<file path="src/rtl/cavlc_blk_sched_pkg.sv">
// Shared types and constants for the CAVLC block scheduler.
package cavlc_blk_sched_pkg;

  localparam int COEF_W = 8;
  localparam int BLK_N  = 16;

  typedef enum logic [1:0] {
    IDLE  = 2'd0,
    CHECK = 2'd1,
    ISSUE = 2'd2,
    WAIT  = 2'd3
  } state_t;

  typedef logic signed [COEF_W-1:0] coef_t;
  // Element rc lives at bits [8*(4r+c) +: 8].
  typedef coef_t [BLK_N-1:0] blk_t;

  function automatic logic [BLK_N-1:0] blk_bit(input logic [3:0] idx);
    return {{(BLK_N-1){1'b0}}, 1'b1} << idx;
  endfunction

endpackage

</file>
<file path="src/rtl/cavlc_blk_sched_if.sv">
// Block input stream and CAVLC core handshake bundled as one interface.
interface cavlc_blk_sched_if;
  import cavlc_blk_sched_pkg::*;

  logic in_valid;
  logic in_ready;
  blk_t in_coef;
  logic cavlc_valid;
  blk_t cavlc_coef;
  logic cavlc_done;

  modport master (
    output in_valid, in_coef, cavlc_done,
    input  in_ready, cavlc_valid, cavlc_coef
  );

  modport slave (
    input  in_valid, in_coef, cavlc_done,
    output in_ready, cavlc_valid, cavlc_coef
  );

endinterface

</file>
<file path="src/rtl/cavlc_blk_fifo.sv">
// Small circular queue of quantized blocks; head is visible without a pop.
module cavlc_blk_fifo
  import cavlc_blk_sched_pkg::*;
#(
  parameter  int DEPTH = 2,
  localparam int CNT_W = $clog2(DEPTH + 1),
  localparam int PTR_W = (DEPTH > 1) ? $clog2(DEPTH) : 1
) (
  input  logic             clk,
  input  logic             rst,
  input  logic             push_valid,
  output logic             push_ready,
  input  blk_t             push_data,
  input  logic             pop,
  output blk_t             head,
  output logic [CNT_W-1:0] count
);

  blk_t             mem [DEPTH];
  logic [PTR_W-1:0] wr_ptr_reg;
  logic [PTR_W-1:0] rd_ptr_reg;
  logic [CNT_W-1:0] count_reg;
  logic             push_fire;
  logic             pop_fire;

  function automatic logic [PTR_W-1:0] next_ptr(input logic [PTR_W-1:0] p);
    return (p == PTR_W'(DEPTH - 1)) ? '0 : p + 1'b1;
  endfunction

  // Ready depends only on the registered count, so no combinational path from pop.
  assign push_ready = (count_reg < CNT_W'(DEPTH));
  assign push_fire  = push_valid && push_ready;
  assign pop_fire   = pop && (count_reg != '0);
  assign head       = mem[rd_ptr_reg];
  assign count      = count_reg;

  always_ff @(posedge clk) begin
    if (rst) begin
      wr_ptr_reg <= '0;
      rd_ptr_reg <= '0;
      count_reg  <= '0;
    end else begin
      if (push_fire) wr_ptr_reg <= next_ptr(wr_ptr_reg);
      if (pop_fire)  rd_ptr_reg <= next_ptr(rd_ptr_reg);
      case ({push_fire, pop_fire})
        2'b10:   count_reg <= count_reg + 1'b1;
        2'b01:   count_reg <= count_reg - 1'b1;
        default: count_reg <= count_reg;
      endcase
    end
  end

  always_ff @(posedge clk) begin
    if (push_fire) mem[wr_ptr_reg] <= push_data;
  end

endmodule

</file>
<file path="src/rtl/cavlc_blk_sched.sv">
// Feeds queued 4x4 blocks to a CAVLC core, skipping all-zero blocks and
// building the per-macroblock coded-block map.
module cavlc_blk_sched
  import cavlc_blk_sched_pkg::*;
#(
  parameter int BLK_PER_MB = 16,
  parameter int FIFO_DEPTH = 2,
  parameter int TIMEOUT    = 64
) (
  input  logic                clk,
  input  logic                rst,
  cavlc_blk_sched_if.slave    bus,
  output logic [3:0]          blk_idx,
  output logic                mb_done,
  output logic [BLK_N-1:0]    mb_cbp,
  output logic                busy,
  output logic                err_timeout
);

  localparam int CNT_W = $clog2(FIFO_DEPTH + 1);
  localparam int TO_W  = $clog2(TIMEOUT + 1);

  state_t           state_reg;
  logic             cavlc_valid_reg;
  blk_t             cavlc_coef_reg;
  logic [3:0]       blk_idx_reg;
  logic             mb_done_reg;
  logic [BLK_N-1:0] mb_cbp_reg;
  logic [BLK_N-1:0] cbp_acc_reg;
  logic             err_timeout_reg;
  logic [TO_W-1:0]  wait_cnt_reg;

  blk_t             head;
  logic [CNT_W-1:0] count;
  logic [CNT_W-1:0] pop_n;
  logic             pop;
  logic [BLK_N-1:0] coef_nz;
  logic             head_zero;
  logic             wait_last;
  logic             blk_complete;
  logic             more_queued;
  logic             last_blk;
  logic [BLK_N-1:0] blk_mask;
  logic [BLK_N-1:0] cbp_final;

  cavlc_blk_fifo #(
    .DEPTH (FIFO_DEPTH)
  ) u_fifo (
    .clk        (clk),
    .rst        (rst),
    .push_valid (bus.in_valid),
    .push_ready (bus.in_ready),
    .push_data  (bus.in_coef),
    .pop        (pop),
    .head       (head),
    .count      (count)
  );

  for (genvar gi = 0; gi < BLK_N; gi++) begin : g_nz
    assign coef_nz[gi] = (head[gi] != '0);
  end

  assign head_zero = ~|coef_nz;
  assign wait_last = (wait_cnt_reg == TO_W'(TIMEOUT - 1));
  assign last_blk  = (blk_idx_reg == 4'(BLK_PER_MB - 1));
  assign blk_mask  = blk_bit(blk_idx_reg);

  // Zero blocks are dropped straight from CHECK; coded blocks leave the queue in ISSUE.
  assign pop = ((state_reg == CHECK) && (count != '0) && head_zero) ||
               (state_reg == ISSUE);
  assign pop_n       = {{(CNT_W-1){1'b0}}, pop};
  assign more_queued = (count > pop_n);

  assign blk_complete =
      ((state_reg == CHECK) && (count != '0) && head_zero) ||
      ((state_reg == WAIT) && (bus.cavlc_done || wait_last));

  // A coded block already set its bit in ISSUE; a skipped block clears it here.
  assign cbp_final = (state_reg == CHECK) ? (cbp_acc_reg & ~blk_mask) : cbp_acc_reg;

  always_ff @(posedge clk) begin
    if (rst) begin
      state_reg       <= IDLE;
      cavlc_valid_reg <= 1'b0;
      cavlc_coef_reg  <= '0;
      blk_idx_reg     <= '0;
      mb_done_reg     <= 1'b0;
      mb_cbp_reg      <= '0;
      cbp_acc_reg     <= '0;
      err_timeout_reg <= 1'b0;
      wait_cnt_reg    <= '0;
    end else begin
      cavlc_valid_reg <= 1'b0;
      mb_done_reg     <= 1'b0;
      case (state_reg)
        IDLE: begin
          if (count != '0) state_reg <= CHECK;
        end
        CHECK: begin
          if (count == '0) begin
            state_reg <= IDLE;
          end else if (!head_zero) begin
            cavlc_valid_reg <= 1'b1;
            cavlc_coef_reg  <= head;
            state_reg       <= ISSUE;
          end
        end
        ISSUE: begin
          cbp_acc_reg  <= cbp_acc_reg | blk_mask;
          wait_cnt_reg <= '0;
          state_reg    <= WAIT;
        end
        WAIT: begin
          if (!bus.cavlc_done) begin
            if (wait_last) err_timeout_reg <= 1'b1;
            else           wait_cnt_reg    <= wait_cnt_reg + 1'b1;
          end
        end
        default: state_reg <= IDLE;
      endcase

      if (blk_complete) begin
        state_reg <= more_queued ? CHECK : IDLE;
        if (last_blk) begin
          mb_done_reg <= 1'b1;
          mb_cbp_reg  <= cbp_final;
          blk_idx_reg <= '0;
          cbp_acc_reg <= '0;
        end else begin
          blk_idx_reg <= blk_idx_reg + 4'd1;
          cbp_acc_reg <= cbp_final;
        end
      end
    end
  end

  assign bus.cavlc_valid = cavlc_valid_reg;
  assign bus.cavlc_coef  = cavlc_coef_reg;
  assign blk_idx         = blk_idx_reg;
  assign mb_done         = mb_done_reg;
  assign mb_cbp          = mb_cbp_reg;
  assign err_timeout     = err_timeout_reg;
  assign busy            = (state_reg != IDLE) || (count != '0);

endmodule

</file>
<file path="src/flat_wrapper.sv">
// flat-port wrapper written by rule: the top's interface ports become plain ports
module cavlc_blk_sched_flat import cavlc_blk_sched_pkg::*;
#(
  parameter int BLK_PER_MB = 16,
  parameter int FIFO_DEPTH = 2,
  parameter int TIMEOUT    = 64
)
  (clk, rst, blk_idx, mb_done, mb_cbp, busy, err_timeout, bus_in_valid, bus_in_coef, bus_cavlc_done, bus_in_ready, bus_cavlc_valid, bus_cavlc_coef);
  cavlc_blk_sched_if bus_i ();
  input  logic clk;
  input  logic rst;
  output logic [3:0] blk_idx;
  output logic mb_done;
  output logic [BLK_N-1:0] mb_cbp;
  output logic busy;
  output logic err_timeout;
  input wire logic [$bits(bus_i.in_valid)-1:0] bus_in_valid;
  input wire logic [$bits(bus_i.in_coef)-1:0] bus_in_coef;
  input wire logic [$bits(bus_i.cavlc_done)-1:0] bus_cavlc_done;
  output wire logic [$bits(bus_i.in_ready)-1:0] bus_in_ready;
  output wire logic [$bits(bus_i.cavlc_valid)-1:0] bus_cavlc_valid;
  output wire logic [$bits(bus_i.cavlc_coef)-1:0] bus_cavlc_coef;
  assign bus_i.in_valid = bus_in_valid;
  assign bus_i.in_coef = bus_in_coef;
  assign bus_i.cavlc_done = bus_cavlc_done;
  assign bus_in_ready = bus_i.in_ready;
  assign bus_cavlc_valid = bus_i.cavlc_valid;
  assign bus_cavlc_coef = bus_i.cavlc_coef;
  cavlc_blk_sched #(.BLK_PER_MB(BLK_PER_MB), .FIFO_DEPTH(FIFO_DEPTH), .TIMEOUT(TIMEOUT)) u_core (.clk(clk), .rst(rst), .bus(bus_i), .blk_idx(blk_idx), .mb_done(mb_done), .mb_cbp(mb_cbp), .busy(busy), .err_timeout(err_timeout));
endmodule
</file>
<file path="config.mk">
export PLATFORM = sky130hd
export DESIGN_NAME = cavlc_blk_sched_flat
export DESIGN_NICKNAME = d
export VERILOG_FILES = /design/src/rtl/cavlc_blk_sched_pkg.sv /design/src/rtl/cavlc_blk_sched_if.sv /design/src/rtl/cavlc_blk_fifo.sv /design/src/rtl/cavlc_blk_sched.sv /design/src/flat_wrapper.sv
export SDC_FILE = /design/constraint.sdc
export NUM_CORES = 1
export LEC_CHECK = 0
export ABC_CLOCK_PERIOD_IN_PS = 8750
export CAP_MARGIN = 20
export CELL_PAD_IN_SITES_DETAIL_PLACEMENT = 0
export CELL_PAD_IN_SITES_GLOBAL_PLACEMENT = 1
export CORE_ASPECT_RATIO = 1.5
export CORE_UTILIZATION = 35
export DETAILED_ROUTE_END_ITERATION = 16
export PLACE_DENSITY = 0.66
export SYNTH_ARGS = -nofsm -noshare
export SYNTH_HDL_FRONTEND = slang
export SYNTH_SLANG_ARGS = --single-unit
export TNS_END_PERCENT = 1
</file>
<file path="constraint.sdc">
create_clock -name clk -period 8.75 [get_ports clk]
set_input_delay 1.3125 -clock clk [delete_from_list [all_inputs] [get_ports clk]]
set_output_delay 1.3125 -clock clk [all_outputs]
set_load 0.05 [all_outputs]
</file>
Yosys cells after proc, flatten, opt, wreduce, memory -nomap -nowiden. Memory sizes are Yosys's and may differ from the RTL's. A register that Yosys moved wholly into a read port is not among the register bits. Index checks and enable logic that the tools add are counted.

Bits in registers: 180. RAM bits: 256. Logic and storage cells: 120. Memories kept: 1.

$add $sub $neg: 6. Order comparisons: 2. Eq/ne operators: 11. Shifts and indexed selects: 1. Multiplexer cells: 23. Bitwise operators: 7. Reductions and logical operators: 42.

Memories: u_core.u_fifo.mem (depth 2, width 128, rd ports 1, clocked after memory_dff 1, wr ports 1, line cavlc_blk_fifo.sv:19) `blk_t mem [DEPTH];`.

Operator list (count): $reduce_bool 8->1 (16); $mux 16 (4); $and 16x16->16 (1); $not 16->16 (1); $or 16x16->16 (1); $reduce_or 16->1 (1); $shl 1x4->16 const A (1); $mux 7 (2); $pmux 7 s2 (1); $reduce_and 3->1 (4); $reduce_bool 2->1 (5); $mux 1 (9); $mux 2 (4); $add 7x1->7 const B (1); $eq 7x6->1 const B (1); $eq 2x2->1 const B (3); $pmux 2 s3 (1); $logic_and 1x1->1 (5); $add 4x1->4 const B (1); $eq 2x1->1 const B (2); $eq 4x4->1 const B (1); $logic_not 2->1 (2); $logic_or 1x1->1 (4); $mux 4 (1); other kinds (15) (20).

Logic depth before layout (Yosys ltp).
Depth after elaboration: 8. Depth in mapped cells: 11. Gate-level depth less buffers: 10.

By module. From an unflattened synthesis, not the netlist that was laid out.

Cell total of the unflattened synthesis: 1177. Area, all modules: 16844.9 um^2.

By module, submodules not included: cavlc_blk_fifo (times used 1, cells an instance 420, area an instance 9435.3 um^2, seq. area each 7787.5 um^2); cavlc_blk_sched (times used 1, cells an instance 757, area an instance 7409.6 um^2, seq. area each 3523.4 um^2).

Worst setup path before layout. No wires, ideal clock.

Path type: input to register. Start: input bus_in_valid. End: memory u_core.u_fifo.mem[0][0] (netlist name), enable pin. Library setup time: 617 ps. Arrival: 6758 ps. Required time: 8133 ps. Path slack: 1375 ps. Cell stages on the path: 2. Buffers on the path: 0. Cells stage by stage: nand2_1 > nor2_1.

Longest elaborated chain between the ends: 3.

Ends and longest elaborated chain: start: declaration (line flat_wrapper.sv:17) `input wire logic [$bits(bus_i.in_valid)-1:0] bus_in_valid;`; $logic_and 1x1->1 (line cavlc_blk_fifo.sv:32) `assign push_fire = push_valid && push_ready;`; $mux 1 (line cavlc_blk_fifo.sv:54) `if (push_fire) mem[wr_ptr_reg] <= push_data;`; $mux 1 (not written as such) (line cavlc_blk_fifo.sv:54); end: declaration (line cavlc_blk_fifo.sv:19).

No other way between the ends.

==> flow_metrics.tcl <==
set metrics [dict create \
    synth_ff_type "edfxtp_1" \
    vias 10620 \
    synth_compound_area_share_pct 12.64 \
    dp_hpwl_um 31520 \
    nFillCells 4320 \
    path_clk_slew_ps 60 \
    syn-num-nets 1348 \
    seqPwrFrac_pct 45.5 \
    clkSinkCount 437 \
    seq_area_frac_synth_pct 66.11 \
    tightest_slew_ps 1149 \
    rsz0062_at_grt "no" \
    final_max_slew_viol_count 0 \
    die_y_um 272.8 \
    switching_share_pct 31.02 \
    core_area_sq_um 47940 \
    cts_root_buf "clkbuf_16" \
    top_layer "met5" \
    final.setup_skew_ps 22.69 \
    grt_use_total_pct 17.70 \
    grt_pass1_vias 11000 \
    drtAntennaViolNets 0 \
    setup_violations 0 \
    maxCapViolations 0 \
    place_congestion 0.7632 \
    synth-xor-area-share_pct 0.2560 \
    final_nets 1619 \
    die_area_sq_um 49790 \
    arrival_ps 4830 \
    timing.final.ws_setup_ps 4304 \
    setup-tns-final_ps 0 \
    worstHoldPathType "flop to flop" \
    worstHoldStart "u_core.err_timeout$_SDFFE_PP0P_" \
    synth_edf_count 256 \
    numPortBuffers 284 \
    crit_fanout 54 \
    p_clk_share_pct 31.8 \
    postCtsHoldBufs 0 \
    cts_resized 0 \
    initial_utilization_pct 35.69 \
    met2_wirelength_um 23480 \
    hold_end "u_core.err_timeout$_SDFFE_PP0P_" \
    overflow 0 \
    synth-seq-cells 437 \
    stdcell_count 2161 \
    syn_area_sq_um 17110 \
    dp_cells 2076 \
    async_flop_share_pct 0 \
    whs_path_depth 2 \
    rows 98 \
    cp.required_ps 9140 \
    die_w_um 182.5 \
    p_sw_mw 1.728 \
    drt-pass1-iter-count 5 \
    synthAdderAreaFrac_pct 0.9507 \
    p_total_mw 5.571 \
    crit_type "flop to flop" \
    routed-wl-met3_um 2571 \
    cts_tree "done" \
    synth_cells 1203 \
    reg2reg_depth 10 \
    cts_buffers 44 \
    area_growth_pct 27.83 \
    drc 0 \
    ys_warn_count 0 \
    timing.rr.end "u_core.bus.cavlc_coef[71]$_SDFFE_PP0P_" \
    slew_headroom_pct 22.68 \
    synth_top_family_by_area "compound AO/OA/AOI/OAI gates" \
    grt_max_degree 88 \
    combinationalPowerShare_pct 22.7 \
    finalCriticalPeriod_ps 4446 \
    drive_gt1_share_pct 14.57 \
    drt-initial-drc-count 640 \
    via_per_inst 4.913 \
    status "finished, final reports clean" \
    wl_met1_um 16990 \
    postCtsSetupBuffers 0 \
    regToRegSetupSlack_ps 4300 \
    largest_reg_flops 256 \
    synth.distinct_cells 47 \
    grt_pass1_wl_um 66200 \
    clk_path_buf_depth 3 \
    fmaxAchievable_mhz 224.9 \
    cp-start-kind "flop" \
    io_pins 285 \
    synth_mux_area_share_pct 8.615 \
    fin_crit_sh_pct 50.81 \
    r2r-start "u_core.u_fifo.mem[0][97]$_DFFE_PP_" \
    power-per-cell-area_nw_per_um2 254.7 \
    antenna_found_initial 3 \
    internal-power_mw 3.843 \
    hold_viol 0 \
    clk_latency_ps 550 \
    avgSynthCellArea_sq_um 14.22 \
    wl_per_cell_um 20.54 \
    cts_max_level 2 \
    critPathCaptureType "flop" \
    synthSimpleGateAreaFrac_pct 8.556 \
    p_leak_nw 6.641 \
    max-vdd-ir-drop_mv 0.1701 \
    place_ws_ps 4329 \
    wl_um 44390 \
]
==> critical path: stages, from the launching register on <==
cell and delay (ps):
edfxtp_1 400, nor4_1 990, nand4_1 480, nor4_2 480, nand2_1 160, o211a_4 440, buf_4 370, buf_12 260
buf_4 360, nor2_1 210, a211oi_2 60
==> cells by family (layout without fill, tap and decap cells) <==
logic type,after synthesis,after routing
buf+inv,89,396
xor+xnor,5,5
fa+ha+maj,13,13
other cells,0,1
simple gates,305,305
mux,147,147
compound gates,207,207
flops,437,437
==> power by group through the flow <==
stage / Sequential (mW) / Clock [mW] / Combinational, mW
6_report: 2.53 / 1.77 / 1.27
5_1_grt: 2.56 / 1.90 / 1.34
4_1_cts: 2.54 / 1.83 / 1.28
3_5_place_dp: 2.58 / 0 / 1.28
3_3_place_gp: 2.58 / 0 / 1.27
2_1_floorplan: 2.95 / 0 / 0.484
==> metrics by stage <==
stage / cell area [sq um] / hold slack (ps) / util, %
after global placement: 20470 / 458.8 / 42.70
after detailed placement: 20470 / 466.5 / 42.70
after CTS: 21820 / 483.9 / 45.51
after floorplan: 17110 / 458.8 / -
final: 21870 / 477.5 / 45.62
after global routing: 21870 / 506.4 / 45.61
==> per-layer routing <==
| metal | vias to the layer above | track usage (%) |
|---|---|---|
| met2 | 255 | 32.93 |
| met5 | - | 0 |
| li1 | 5146 | - |
| met4 | 6 | 6.192 |
| met3 | 72 | 4.238 |
| met1 | 5138 | 19.39 |
==> layout make-up <==
class                   count  area, sq um  share of cell area, %
multi-input cells         677         5333                  24.38
flip-flops and latches    437        11310                  51.74
diodes                      1        2.502                0.01144
repair buffers            302         3015                  13.79
inverters                  12        45.04                 0.2060
well taps                 650        813.3                  3.719
clock buffers              60         1212                  5.544
clock inverters            22        133.9                 0.6122
==> cell usage in the layout (no fill, tap or decap), types with 6 or more instances in the layout <==
| cell type | synthesis | final |
|---|---|---|
| clkbuf_1 | 41 | 12 |
| nand4_1 | 18 | 18 |
| a21oi_1 | 9 | 9 |
| inv_1 | 12 | 12 |
| a211oi_2 | 128 | 128 |
| dfxtp_1 | 181 | 180 |
| clkdlybuf4s50_1 | 0 | 283 |
| nand3_1 | 8 | 8 |
| clkinv_1 | 0 | 12 |
| nor2_1 | 159 | 158 |
| nor3_1 | 6 | 6 |
| edfxtp_1 | 256 | 256 |
| o21a_1 | 7 | 7 |
| o21ai_0 | 8 | 8 |
| a31oi_1 | 15 | 14 |
| nor4_2 | 6 | 6 |
| nor4_1 | 63 | 63 |
| ha_1 | 13 | 13 |
| clkbuf_16 | 0 | 45 |
| nand2_1 | 28 | 28 |
| mux2i_1 | 145 | 145 |
| buf_4 | 0 | 16 |
| a221oi_1 | 11 | 11 |
==> worst max-delay path by stage <==
stage	start	end	slack, ps	depth (start not counted)
global placement	flop	u_core.bus.cavlc_coef[78]$_SDFFE_PP0P_	4370	6
floorplan	bus_in_valid	u_core.u_fifo.mem[0][0]$_DFFE_PP_	1370	2
CTS	flop	u_core.bus.cavlc_coef[57]$_SDFFE_PP0P_	4330	6
detailed placement	flop	u_core.bus.cavlc_coef[71]$_SDFFE_PP0P_	4330	6
finish	u_core.u_fifo.mem[0][97]$_DFFE_PP_	u_core.bus.cavlc_coef[71]$_SDFFE_PP0P_	4300	10
global route	u_core.u_fifo.mem[0][97]$_DFFE_PP_	u_core.bus.cavlc_coef[71]$_SDFFE_PP0P_	4290	10
==> Yosys cell counts (all sizes together), types with 2 or more instances <==
master | count | share of area, %
or3 | 4 | 0.15
nand3 | 8 | 0.23
a211oi | 130 | 9.4
buf | 36 | 1.7
a21boi | 5 | 0.22
o31a | 3 | 0.15
a21oi | 9 | 0.26
o31ai | 5 | 0.22
a21o | 3 | 0.13
xor2 | 3 | 0.15
nor3 | 6 | 0.18
a41oi | 3 | 0.15
a221oi | 11 | 0.56
ha | 13 | 0.95
o21a | 7 | 0.31
edfxtp | 256 | 45
nor2 | 159 | 3.5
a31oi | 15 | 0.55
dfxtp | 181 | 21
nor2b | 4 | 0.15
inv | 12 | 0.26
clkbuf | 41 | 0.90
mux2 | 2 | 0.13
nand2b | 3 | 0.11
and3 | 3 | 0.11
nand4 | 18 | 0.66
nand2 | 28 | 0.61
xnor2 | 2 | 0.10
mux2i | 145 | 8.5
o21ai | 8 | 0.23
nor4 | 69 | 2.7
(Power assumes the default switching activity.)
